**src/rtl/mmio_uart_pkg.sv**
```systemverilog
// Shared definitions for the memory-mapped UART transmitter: register map,
// STATUS bit positions and the transmit FSM state encoding.
package mmio_uart_pkg;

    localparam logic [31:0] DEFAULT_BASE_ADDR = 32'h0000_1000;

    // Word offsets within the 16-byte window, taken from dram_addr[3:2].
    localparam logic [1:0] OFF_TXDATA = 2'd0;
    localparam logic [1:0] OFF_STATUS = 2'd1;
    localparam logic [1:0] OFF_DIV    = 2'd2;

    // STATUS register bit positions.
    localparam int STAT_BUSY     = 0;
    localparam int STAT_FULL     = 1;
    localparam int STAT_EMPTY    = 2;
    localparam int STAT_OVERFLOW = 3;

    typedef enum logic [1:0] {
        ST_IDLE,
        ST_START,
        ST_DATA,
        ST_STOP
    } tx_state_e;

endpackage

```
**src/rtl/uart_fifo.sv**
```systemverilog
// Small synchronous FIFO holding bytes waiting for transmission. A push into
// a full FIFO is accepted when a pop happens on the same edge.
module uart_fifo #(
    parameter int DEPTH = 4,
    parameter int WIDTH = 8
) (
    input  logic                     clk,
    input  logic                     reset,
    input  logic                     push,
    input  logic                     pop,
    input  logic [WIDTH-1:0]         din,
    output logic [WIDTH-1:0]         dout,
    output logic                     full,
    output logic                     empty,
    output logic [$clog2(DEPTH):0]   count
);

    localparam int AW = $clog2(DEPTH);
    localparam int CW = AW + 1;

    logic [WIDTH-1:0] mem_q [DEPTH];
    logic [AW-1:0]    wr_ptr_q, rd_ptr_q;
    logic [CW-1:0]    count_q;
    logic             do_push, do_pop;

    assign full    = (count_q == CW'(DEPTH));
    assign empty   = (count_q == '0);
    assign count   = count_q;
    assign dout    = mem_q[rd_ptr_q];
    assign do_pop  = pop && !empty;
    assign do_push = push && (!full || do_pop);

    // Storage write; pointers alone define which entries are valid.
    // NOTE: the data array has no reset -- flushing the pointers is enough and keeps it a plain RAM.
    always_ff @(posedge clk) begin
        if (do_push) begin
            mem_q[wr_ptr_q] <= din;
        end
    end

    // Pointer and occupancy bookkeeping; pointers wrap at the power-of-2 depth.
    // NOTE: state registers use non-blocking assignments so all flops update together at the edge.
    always_ff @(posedge clk or posedge reset) begin
        if (reset) begin
            wr_ptr_q <= '0;
            rd_ptr_q <= '0;
            count_q  <= '0;
        end else begin
            if (do_push) wr_ptr_q <= wr_ptr_q + AW'(1);
            if (do_pop)  rd_ptr_q <= rd_ptr_q + AW'(1);
            unique case ({do_push, do_pop})
                2'b10:   count_q <= count_q + CW'(1);
                2'b01:   count_q <= count_q - CW'(1);
                default: count_q <= count_q;
            endcase
        end
    end

endmodule

```
**src/rtl/mmio_uart_tx.sv**
```systemverilog
// Memory-mapped 8N1 UART transmitter: CPU stores fill a byte FIFO, a
// baud-rate FSM serialises bytes onto tx; STATUS and DIV are readable.
module mmio_uart_tx
    import mmio_uart_pkg::*;
#(
    parameter logic [31:0]      BASE_ADDR  = DEFAULT_BASE_ADDR,
    parameter int               DIV_W      = 16,
    parameter logic [DIV_W-1:0] DIV_RESET  = DIV_W'(16),
    parameter int               FIFO_DEPTH = 4
) (
    input  logic        clk,
    input  logic        reset,
    input  logic        dram_read,
    input  logic        dram_write,
    input  logic [31:0] dram_addr,
    input  logic [31:0] write_data,
    output logic [31:0] read_data,
    output logic        tx,
    output logic        irq_empty
);

    localparam int CW = $clog2(FIFO_DEPTH) + 1;

    logic             sel, wr_sel, push_req;
    logic [1:0]       off;
    logic             fifo_pop, fifo_full, fifo_empty;
    logic [7:0]       fifo_dout;
    logic [CW-1:0]    fifo_count;

    tx_state_e        state_q, state_d;
    logic [DIV_W-1:0] baud_q, baud_d;
    logic [DIV_W-1:0] div_q, div_d;
    logic [DIV_W-1:0] eff_div_m1;
    logic [2:0]       bit_idx_q, bit_idx_d;
    logic [7:0]       shift_q, shift_d;
    logic             tx_q, tx_d;
    logic             ovf_q, ovf_d;
    logic             busy, bit_end;

    assign sel        = (dram_addr[31:4] == BASE_ADDR[31:4]);
    assign off        = dram_addr[3:2];
    assign wr_sel     = dram_write && sel;
    assign push_req   = wr_sel && (off == OFF_TXDATA);
    assign busy       = (state_q != ST_IDLE);
    assign bit_end    = (baud_q == '0);
    assign eff_div_m1 = (div_q == '0) ? '0 : div_q - DIV_W'(1);
    assign tx         = tx_q;
    assign irq_empty  = fifo_empty && !busy;

    // Byte-lane and count bits that the register map does not consume.
    logic unused_bits;
    assign unused_bits = ^{dram_addr[1:0], write_data, fifo_count};

    uart_fifo #(
        .DEPTH (FIFO_DEPTH),
        .WIDTH (8)
    ) u_fifo (
        .clk   (clk),
        .reset (reset),
        .push  (push_req),
        .pop   (fifo_pop),
        .din   (write_data[7:0]),
        .dout  (fifo_dout),
        .full  (fifo_full),
        .empty (fifo_empty),
        .count (fifo_count)
    );

    // Register writes: DIV load, overflow set on a dropped push, write-1-to-clear.
    always_comb begin
        div_d = div_q;
        ovf_d = ovf_q;
        if (wr_sel && (off == OFF_DIV)) begin
            div_d = write_data[DIV_W-1:0];
        end
        if (push_req && fifo_full && !fifo_pop) begin
            ovf_d = 1'b1;
        end else if (wr_sel && (off == OFF_STATUS) && write_data[STAT_OVERFLOW]) begin
            ovf_d = 1'b0;
        end
    end

    // Transmit FSM next state; STOP chains straight into START when a byte waits.
    // NOTE: every output of this block gets a default first, so no path can infer a latch.
    always_comb begin
        state_d   = state_q;
        baud_d    = baud_q;
        bit_idx_d = bit_idx_q;
        shift_d   = shift_q;
        fifo_pop  = 1'b0;
        unique case (state_q)
            ST_IDLE: begin
                if (!fifo_empty) begin
                    fifo_pop = 1'b1;
                    shift_d  = fifo_dout;
                    baud_d   = eff_div_m1;
                    state_d  = ST_START;
                end
            end
            ST_START: begin
                if (bit_end) begin
                    state_d   = ST_DATA;
                    bit_idx_d = 3'd0;
                    baud_d    = eff_div_m1;
                end else begin
                    baud_d = baud_q - DIV_W'(1);
                end
            end
            ST_DATA: begin
                if (bit_end) begin
                    shift_d = shift_q >> 1;
                    baud_d  = eff_div_m1;
                    if (bit_idx_q == 3'd7) begin
                        state_d = ST_STOP;
                    end else begin
                        bit_idx_d = bit_idx_q + 3'd1;
                    end
                end else begin
                    baud_d = baud_q - DIV_W'(1);
                end
            end
            ST_STOP: begin
                if (bit_end) begin
                    if (!fifo_empty) begin
                        fifo_pop = 1'b1;
                        shift_d  = fifo_dout;
                        baud_d   = eff_div_m1;
                        state_d  = ST_START;
                    end else begin
                        state_d = ST_IDLE;
                    end
                end else begin
                    baud_d = baud_q - DIV_W'(1);
                end
            end
            default: state_d = ST_IDLE;
        endcase
    end

    // Serial line value for the coming cycle, registered so tx never glitches.
    always_comb begin
        unique case (state_d)
            ST_START: tx_d = 1'b0;
            ST_DATA:  tx_d = shift_d[0];
            default:  tx_d = 1'b1;
        endcase
    end

    // State registers; reset abandons any frame in flight and returns tx high.
    always_ff @(posedge clk or posedge reset) begin
        if (reset) begin
            state_q   <= ST_IDLE;
            baud_q    <= '0;
            bit_idx_q <= '0;
            shift_q   <= '0;
            tx_q      <= 1'b1;
            div_q     <= DIV_RESET;
            ovf_q     <= 1'b0;
        end else begin
            state_q   <= state_d;
            baud_q    <= baud_d;
            bit_idx_q <= bit_idx_d;
            shift_q   <= shift_d;
            tx_q      <= tx_d;
            div_q     <= div_d;
            ovf_q     <= ovf_d;
        end
    end

    // Zero-latency load data; unselected or no-read cycles return zero.
    always_comb begin
        read_data = 32'h0;
        if (dram_read && sel) begin
            unique case (off)
                OFF_STATUS: read_data = {28'b0, ovf_q, fifo_empty, fifo_full, busy};
                OFF_DIV:    read_data = 32'(div_q);
                default:    read_data = 32'h0;
            endcase
        end
    end

endmodule

```
**config.mk**
```make
export PLATFORM = sky130hd
export DESIGN_NAME = mmio_uart_tx
export DESIGN_NICKNAME = d
export VERILOG_FILES = /design/src/rtl/mmio_uart_pkg.sv /design/src/rtl/uart_fifo.sv /design/src/rtl/mmio_uart_tx.sv
export SDC_FILE = /design/constraint.sdc
export NUM_CORES = 1
export LEC_CHECK = 0
export ABC_AREA = 1
export BUFFER_PORTS_ARGS = -buffer_cell sky130_fd_sc_hd__buf_2
export CORE_MARGIN = 3
export CORE_UTILIZATION = 45
export DETAILED_ROUTE_END_ITERATION = 10
export PLACE_DENSITY = 0.69
export SYNTH_ARGS = -nofsm -noshare
export SYNTH_HDL_FRONTEND = slang
export SYNTH_SLANG_ARGS = --single-unit
```
**constraint.sdc**
```tcl
create_clock -name clk -period 2.5 [get_ports clk]
set_clock_uncertainty 0.15 [all_clocks]
set_input_delay 0.375 -clock clk [delete_from_list [all_inputs] [get_ports clk]]
set_output_delay 0.375 -clock clk [all_outputs]
set_load 0.05 [all_outputs]
```
---- Yosys cells after proc, flatten, opt, wreduce, memory -nomap -nowiden ----
Memory sizes are Yosys's and may differ from the RTL's.
Index checks and enable logic that the tools add are counted.
cells by class
  multiplexer cells ....................... 31
  $add $sub $neg .......................... 7
  reduce and logical (&&, ||, !) cells .... 29
  equal/unequal tests ..................... 16
operators by type and width
  kind                   count
  $mux 16                5
  $pmux 16 s3            1
  $logic_not 16->1       2
  $pmux 16 s2            1
  $sub 16x1->16 const B  2
  $eq 28x9->1 const B    1
  $mux 8                 3
  $pmux 8 s3             1
  $pmux 3 s2             2
  $logic_and 1x1->1      11
  $eq 2x2->1 const B     5
  $mux 2                 5
  $mux 3                 3
  $eq 2x1->1 const B     4
  $ne 2x2->1 const B     4
  $pmux 2 s4             1
  $reduce_bool 2->1      4
  $mux 1                 7
  $add 3x1->3 const B    2
  $eq 3x3->1 const B     2
  $add 2x1->2 const B    2
  $logic_not 1->1        4
  $logic_not 2->1        2
  $pmux 1 s2             2
  7 further kinds        7
word-level totals
  flip-flop bits (word level) ............. 54
  output and inout port bits .............. 34
  RAM bits ................................ 32
  memories ................................ 1
memory list
  name          depth  width  read ports  clocked after Yosys merged registers in  wr ports  RTL line         text
  u_fifo.mem_q  4      8      1           0                                        1         uart_fifo.sv:21  logic [WIDTH-1:0] mem_q [DEPTH];

---- Logic depth before layout (Yosys ltp) ----
  depth after elaboration ................. 9
  mapped depth ............................ 17
  gate-level depth less buffers ........... 17

---- By module ----
Synthesis repeated with hierarchy kept, for this count alone.
second synthesis, totals
  cells, all modules ...................... 836
  area, all modules ....................... 6067.1 µm²
by module, submodules not included
  module        cells an instance  times used  seq. area each (µm²)  area each (µm²)
  mmio_uart_tx  687                1           1178.6                4347.9
  uart_fifo     149                1           1136.1                1719.1

---- Least setup slack after synthesis ----
No wires, ideal clock.
  path type ............................... input-to-output
  start point ............................. in dram_addr[5]
  end point ............................... out read_data[10]
  slack ................................... -0.298 ns
  arrival ................................. 2.273 ns
  stages on the path ...................... 6
  buffers on the path ..................... 1
  path through ............................ nor4_1 > nand2_1 > nor3b_2 > nand2_1 > buf_2 > nor3_1
on the way
  longest elaborated chain between the ends .. 3
RTL lines
  element            RTL line             text
  start, declared    mmio_uart_tx.sv:15   input logic [31:0] dram_addr,
  $eq 28x9->1        mmio_uart_tx.sv:40   assign sel = (dram_addr[31:4] == BASE_ADDR[31:4]);
  $logic_and 1x1->1  mmio_uart_tx.sv:173  if (dram_read && sel) begin
  $mux 16            mmio_uart_tx.sv:173
  end, declared      mmio_uart_tx.sv:17   output logic [31:0] read_data,
Every way passes these cells.

---- Final worst setup path ----
  start point ............................. reg baud_q[0]
  end point ............................... reg u_fifo.count_q[2], in the netlist u_fifo.count[2]
on the way
  longest elaborated chain between the ends .. 8
  elaborated cells between the ends (all ways) .. 10
  those cells by class .................... 2 x eq/ne; 3 x mux; 5 x reduce/logical
RTL lines
  element                                                 RTL line             text
  start, declared                                         mmio_uart_tx.sv:31   logic [DIV_W-1:0] baud_q, baud_d;
  start signal, assigned                                  mmio_uart_tx.sv:161  baud_q <= baud_d;
  $logic_not 16->1 (*)                                    mmio_uart_tx.sv:45   assign bit_end = (baud_q == '0);
  $mux 1 (*)                                              mmio_uart_tx.sv:123  if (bit_end) begin
  $pmux 1 s2 (*)                                          mmio_uart_tx.sv:91   unique case (state_q)
  $logic_and 1x1->1 (*)                                   uart_fifo.sv:30      assign do_pop = pop && !empty;
  via u_fifo.do_pop                                       uart_fifo.sv:24      logic do_push, do_pop;
  $logic_or 1x1->1                                        uart_fifo.sv:31      assign do_push = push && (!full || do_pop);
  $logic_and 1x1->1                                       uart_fifo.sv:31
  $eq 2x1->1 / $eq 2x2->1 (equally long branches)         uart_fifo.sv:51      unique case ({do_push, do_pop})
  $pmux 3 s2 / $reduce_bool 2->1 (equally long branches)  -
  end signal, assigned                                    uart_fifo.sv:52      2'b10: count_q <= count_q + CW'(1);
  end signal, assigned                                    uart_fifo.sv:53      2'b01: count_q <= count_q - CW'(1);
  end signal, assigned                                    uart_fifo.sv:54      default: count_q <= count_q;
  end, declared                                           uart_fifo.sv:23      logic [CW-1:0] count_q;
The timed path passes the listed nets; every way through them passes the cells marked *.
A chain may end at the register's enable or synchronous reset.

==> impl_metrics.py <==
metrics = {
    "worst_setup_path": {
        "cp_data_arrival_time_ns": 2.61,
        "worst-path-max-fanout": 4,
        "crit_type": "flip-flop to flip-flop",
        "worstSetupEndpointType": "flip-flop",
        "timing.critical_path.required_ns": 2.59,
        "worstSetupStartpointType": "flip-flop",
    },
    "drt": {
        "viasPerCell": 5.06,
        "drcViolationCount": 0,
        "drt-pass1-iter-count": 5,
        "postRouteAntennaNets": 0,
        "wl_per_cell_um": 13.9,
        "detailed_router_s_first_iteration_violation_count": 344,
        "drt_wl_total_um": 15200,
        "vias": 5528,
    },
    "hold_path": {
        "worstHoldPathType": "primary input to flip-flop",
    },
    "pwr": {
        "switchingPower_mw": 1.26,
        "power.combinational.fraction_pct": 24.0,
        "share_clk_of_total_power_pct": 36.4,
        "ir_drop_mv": 0.432,
        "power.share.switching_pct": 33.6,
        "fin_total_pwr_mw": 3.75,
        "powerDensity_nw_per_um2": 526,
        "seqPwrFrac_pct": 39.7,
        "power.internal_mw": 2.49,
        "leakage_nw": 3.60,
    },
    "place": {
        "placed_cells_incl_taps": 1059,
        "place.gp.congestion": 0.887,
        "detailed_place.area_um2": 6610,
        "dpl.hpwl_um": 11100,
        "dpl_worst_slack_ns": -0.0569,
        "io_buffers": 67,
    },
    "synthesis": {
        "yosysTopAreaCell": "sky130_fd_sc_hd__dfrtp_1",
        "synth_mux_area_share_pct": 0,
        "post_synth_inst_count": 798,
        "asyncSetResetFlopFracSynth_pct": 62.8,
        "synth-edff-count": 32,
        "syn-mean-instance-area_um2": 7.32,
        "most_repeated_cell_in_the_gate_level_netlist_after_synthesis": "sky130_fd_sc_hd__nand2_1",
        "synth-adder-area-share_pct": 4.20,
        "count_of_unique_library_cells_instantiated_by_yosys": 43,
        "netlist.area_leader.share_pct": 22.3,
        "synth_seq_area_share_pct": 39.6,
        "ys_warn_count": 0,
        "most_frequent_cells_after_synthesis": "sky130_fd_sc_hd__nand2_1, sky130_fd_sc_hd__inv_1, sky130_fd_sc_hd__nor2_1",
        "post_synth_main_area_contributors": "sky130_fd_sc_hd__dfrtp_1, sky130_fd_sc_hd__edfxtp_1, sky130_fd_sc_hd__nand2_1",
        "post_synth_and_or_nand_nor_area_fraction_pct": 34.4,
        "yosys.area_share.xor_xnor_pct": 2.25,
        "dominant_combinational_cell_family_by_area_after_synthesis": "simple AND/OR/NAND/NOR gates",
        "postSynthRegisterBits": 86,
        "post_synth_instance_area_um2": 5840,
        "predominant_post_synthesis_flop_cell": "sky130_fd_sc_hd__dfrtp_1",
        "synth_compound_area_share_pct": 9.25,
    },
    "global_route": {
        "grt_antenna_before_repair": 0,
        "via_count_of_the_first_global_routing_pass": 5090,
        "track_usage_pct": 21.2,
        "gr-total-overflow": 0,
        "grt_max_degree": 33,
        "grt_first_pass_wirelength_um": 24600,
    },
    "finish": {
        "n_antenna_cell": 0,
        "post_layout_nonfiller_instances": 1092,
        "layout_cells_sized_above_1_pct": 22.7,
        "area_growth_pct": 22.2,
        "fin_nets": 1006,
        "design_area_um2": 7130,
        "finalCoreUtilization_pct": 57.7,
    },
    "sta": {
        "final-hold-violation-count": 0,
        "relSlewSlack_pct": 66.2,
        "worst_pin_slew_ns": 0.503,
        "layout_worst_path_cycle_share_pct": 101,
        "setup_tns_ns": -0.0164,
        "report.final.slew_viol_count": 0,
        "rsz_0062_raised_after_global_routing": "true",
        "finalSetupViolations": 1,
        "min_setup_slack_post_route_ns": -0.0164,
        "min_period_ns": 2.52,
        "fmaxAchievable_mhz": 397,
        "hold_ws_ns": 0.100,
    },
    "clocking": {
        "worst_setup_hold_path_clk_slew_ns": 0.07,
        "cts_tree": "built",
        "ctsLongestPathBuffers": 2,
        "cts_root_buf": "sky130_fd_sc_hd__clkbuf_16",
        "num_clock_sinks": 86,
        "cts-buffers-inserted": 9,
        "ctsHtreeMaxLevel": 3,
        "worst_skew_pair.late_latency_ns": 0.36,
    },
    "outcome": {
        "outcome": "finished with violations",
        "failed_checks": "setup timing",
    },
    "die": {
        "floorplan.die.height_um": 120,
        "dieArea_um2": 14400,
        "core-area_um2": 12400,
        "die_width_um": 120,
        "rows": 40,
        "ioPinCount": 102,
        "initial_utilization_pct": 47.2,
    },
    "flow_run": {
        "max-cap-violations": 0,
    },
}
final timing paths:
| kind | startpoint | end | slack [ns] | cells after the start |
|---|---|---|---|---|
| setup / recovery | baud_q[0]$_DFF_PP0_ | u_fifo.count[2]$_DFFE_PP0P_ | -0.02 | 16 |
| hold / removal | write_data[14] | div_q[14]$_DFFE_PP0P_ | 0.10 | 3 |
| setup reg to reg | baud_q[0]$_DFF_PP0_ | u_fifo.count[2]$_DFFE_PP0P_ | -0.02 | 16 |
| hold reg to reg | bit_idx_q[0]$_DFFE_PP0P_ | bit_idx_q[0]$_DFFE_PP0P_ | 0.35 | 1 |
| max in group asynchronous | reset | div_q[4]$_DFFE_PP1P_ | 1.05 | 4 |
| min in group asynchronous | reset | shift_q[3]$_DFFE_PP0P_ | 0.44 | 3 |
per-layer routing:
| layer | track usage (%) | vias to the layer above | routed length (um) |
|---|---|---|---|
| met4 | 7.66 | 0 | 275 |
| met2 | 33.8 | 170 | 7030 |
| met5 | 0 | - | 0 |
| met3 | 3.02 | 21 | 875 |
| li1 | - | 2780 | - |
| met1 | 29.4 | 2557 | 7020 |
cells in the final DEF, fill, tap and decap left out, drive strengths merged, types with 2 or more instances in the layout:
cell	instances
a21oi	17
a22oi	2
buf	127
clkbuf	12
clkinv	4
clkinvlp	2
conb	16
dfrtp	52
dfstp	2
edfxtp	32
ha	18
inv	100
nand2	251
nand3	73
nand4	8
nor2	91
nor3	15
nor4	5
o211ai	10
o21ai	61
o22ai	4
xnor2	3
xor2	12
sequential cells by signal, summed over array words and instances, names as in the netlist, 2 cells and up:
| register | cells |
|---|---|
| state_q | 2 |
| u_fifo.wr_ptr_q | 2 |
| shift_q | 8 |
| u_fifo.rd_ptr_q | 2 |
| div_q | 16 |
| bit_idx_q | 3 |
| u_fifo.mem_q | 32 |
| baud_q | 16 |
| u_fifo.count | 3 |
worst max-delay path, cell delays in order (launching register included):
cell and delay [ns]:
sky130_fd_sc_hd__dfrtp_1 0.39, sky130_fd_sc_hd__inv_2 0.09, sky130_fd_sc_hd__ha_4 0.14, sky130_fd_sc_hd__inv_2 0.03
sky130_fd_sc_hd__nor2_2 0.10, sky130_fd_sc_hd__nand3_2 0.09, sky130_fd_sc_hd__nor2_4 0.14, sky130_fd_sc_hd__nand3_4 0.09
sky130_fd_sc_hd__nand2_4 0.08, sky130_fd_sc_hd__nand3_4 0.11, sky130_fd_sc_hd__inv_4 0.09, sky130_fd_sc_hd__ha_4 0.13
sky130_fd_sc_hd__inv_4 0.03, sky130_fd_sc_hd__fa_2 0.34, sky130_fd_sc_hd__a21oi_2 0.14, sky130_fd_sc_hd__o21ai_1 0.08
sky130_fd_sc_hd__xor2_1 0.16
power by group through the flow:
stage	combinational [mW]	clock, mW	sequential (mW)
after floorplan	0.597	0	1.52
after global placement	0.870	0	1.52
after detailed placement	0.879	0	1.52
after CTS	0.882	1.39	1.49
after global routing	1.00	1.44	1.49
final	0.900	1.36	1.49
logic make-up (layout without fill, tap and decap cells):
kind of cell	count (synthesis)	in the layout
AO/OA/AOI/OAI	97	97
XOR/XNOR	15	15
adder cells (fa/ha/maj)	19	19
buffers and inverters	135	246
flip-flops	86	86
other	1	16
AND/OR/NAND/NOR	445	445
cell type report:
cell class / instances / area [um^2]
clock inverters: 7 / 75.1
inverters: 99 / 383
repair buffers: 131 / 858
well taps: 168 / 210
fillers: 1176 / 5230
multi-input cells: 592 / 3070
clock buffers: 9 / 225
flip-flops and latches: 86 / 2310
repair_timing:
action / 4_1_cts / 5_1_grt
setup endpoints to repair: 1 / 44
buffers inserted: 7 / 9
resized for setup: 1 / 24
pin swaps: 2 / 10
hold buffers: 1 / 0
hold endpoints to repair: 18 / 0
No activity file was read; power rests on OpenSTA's default activity.
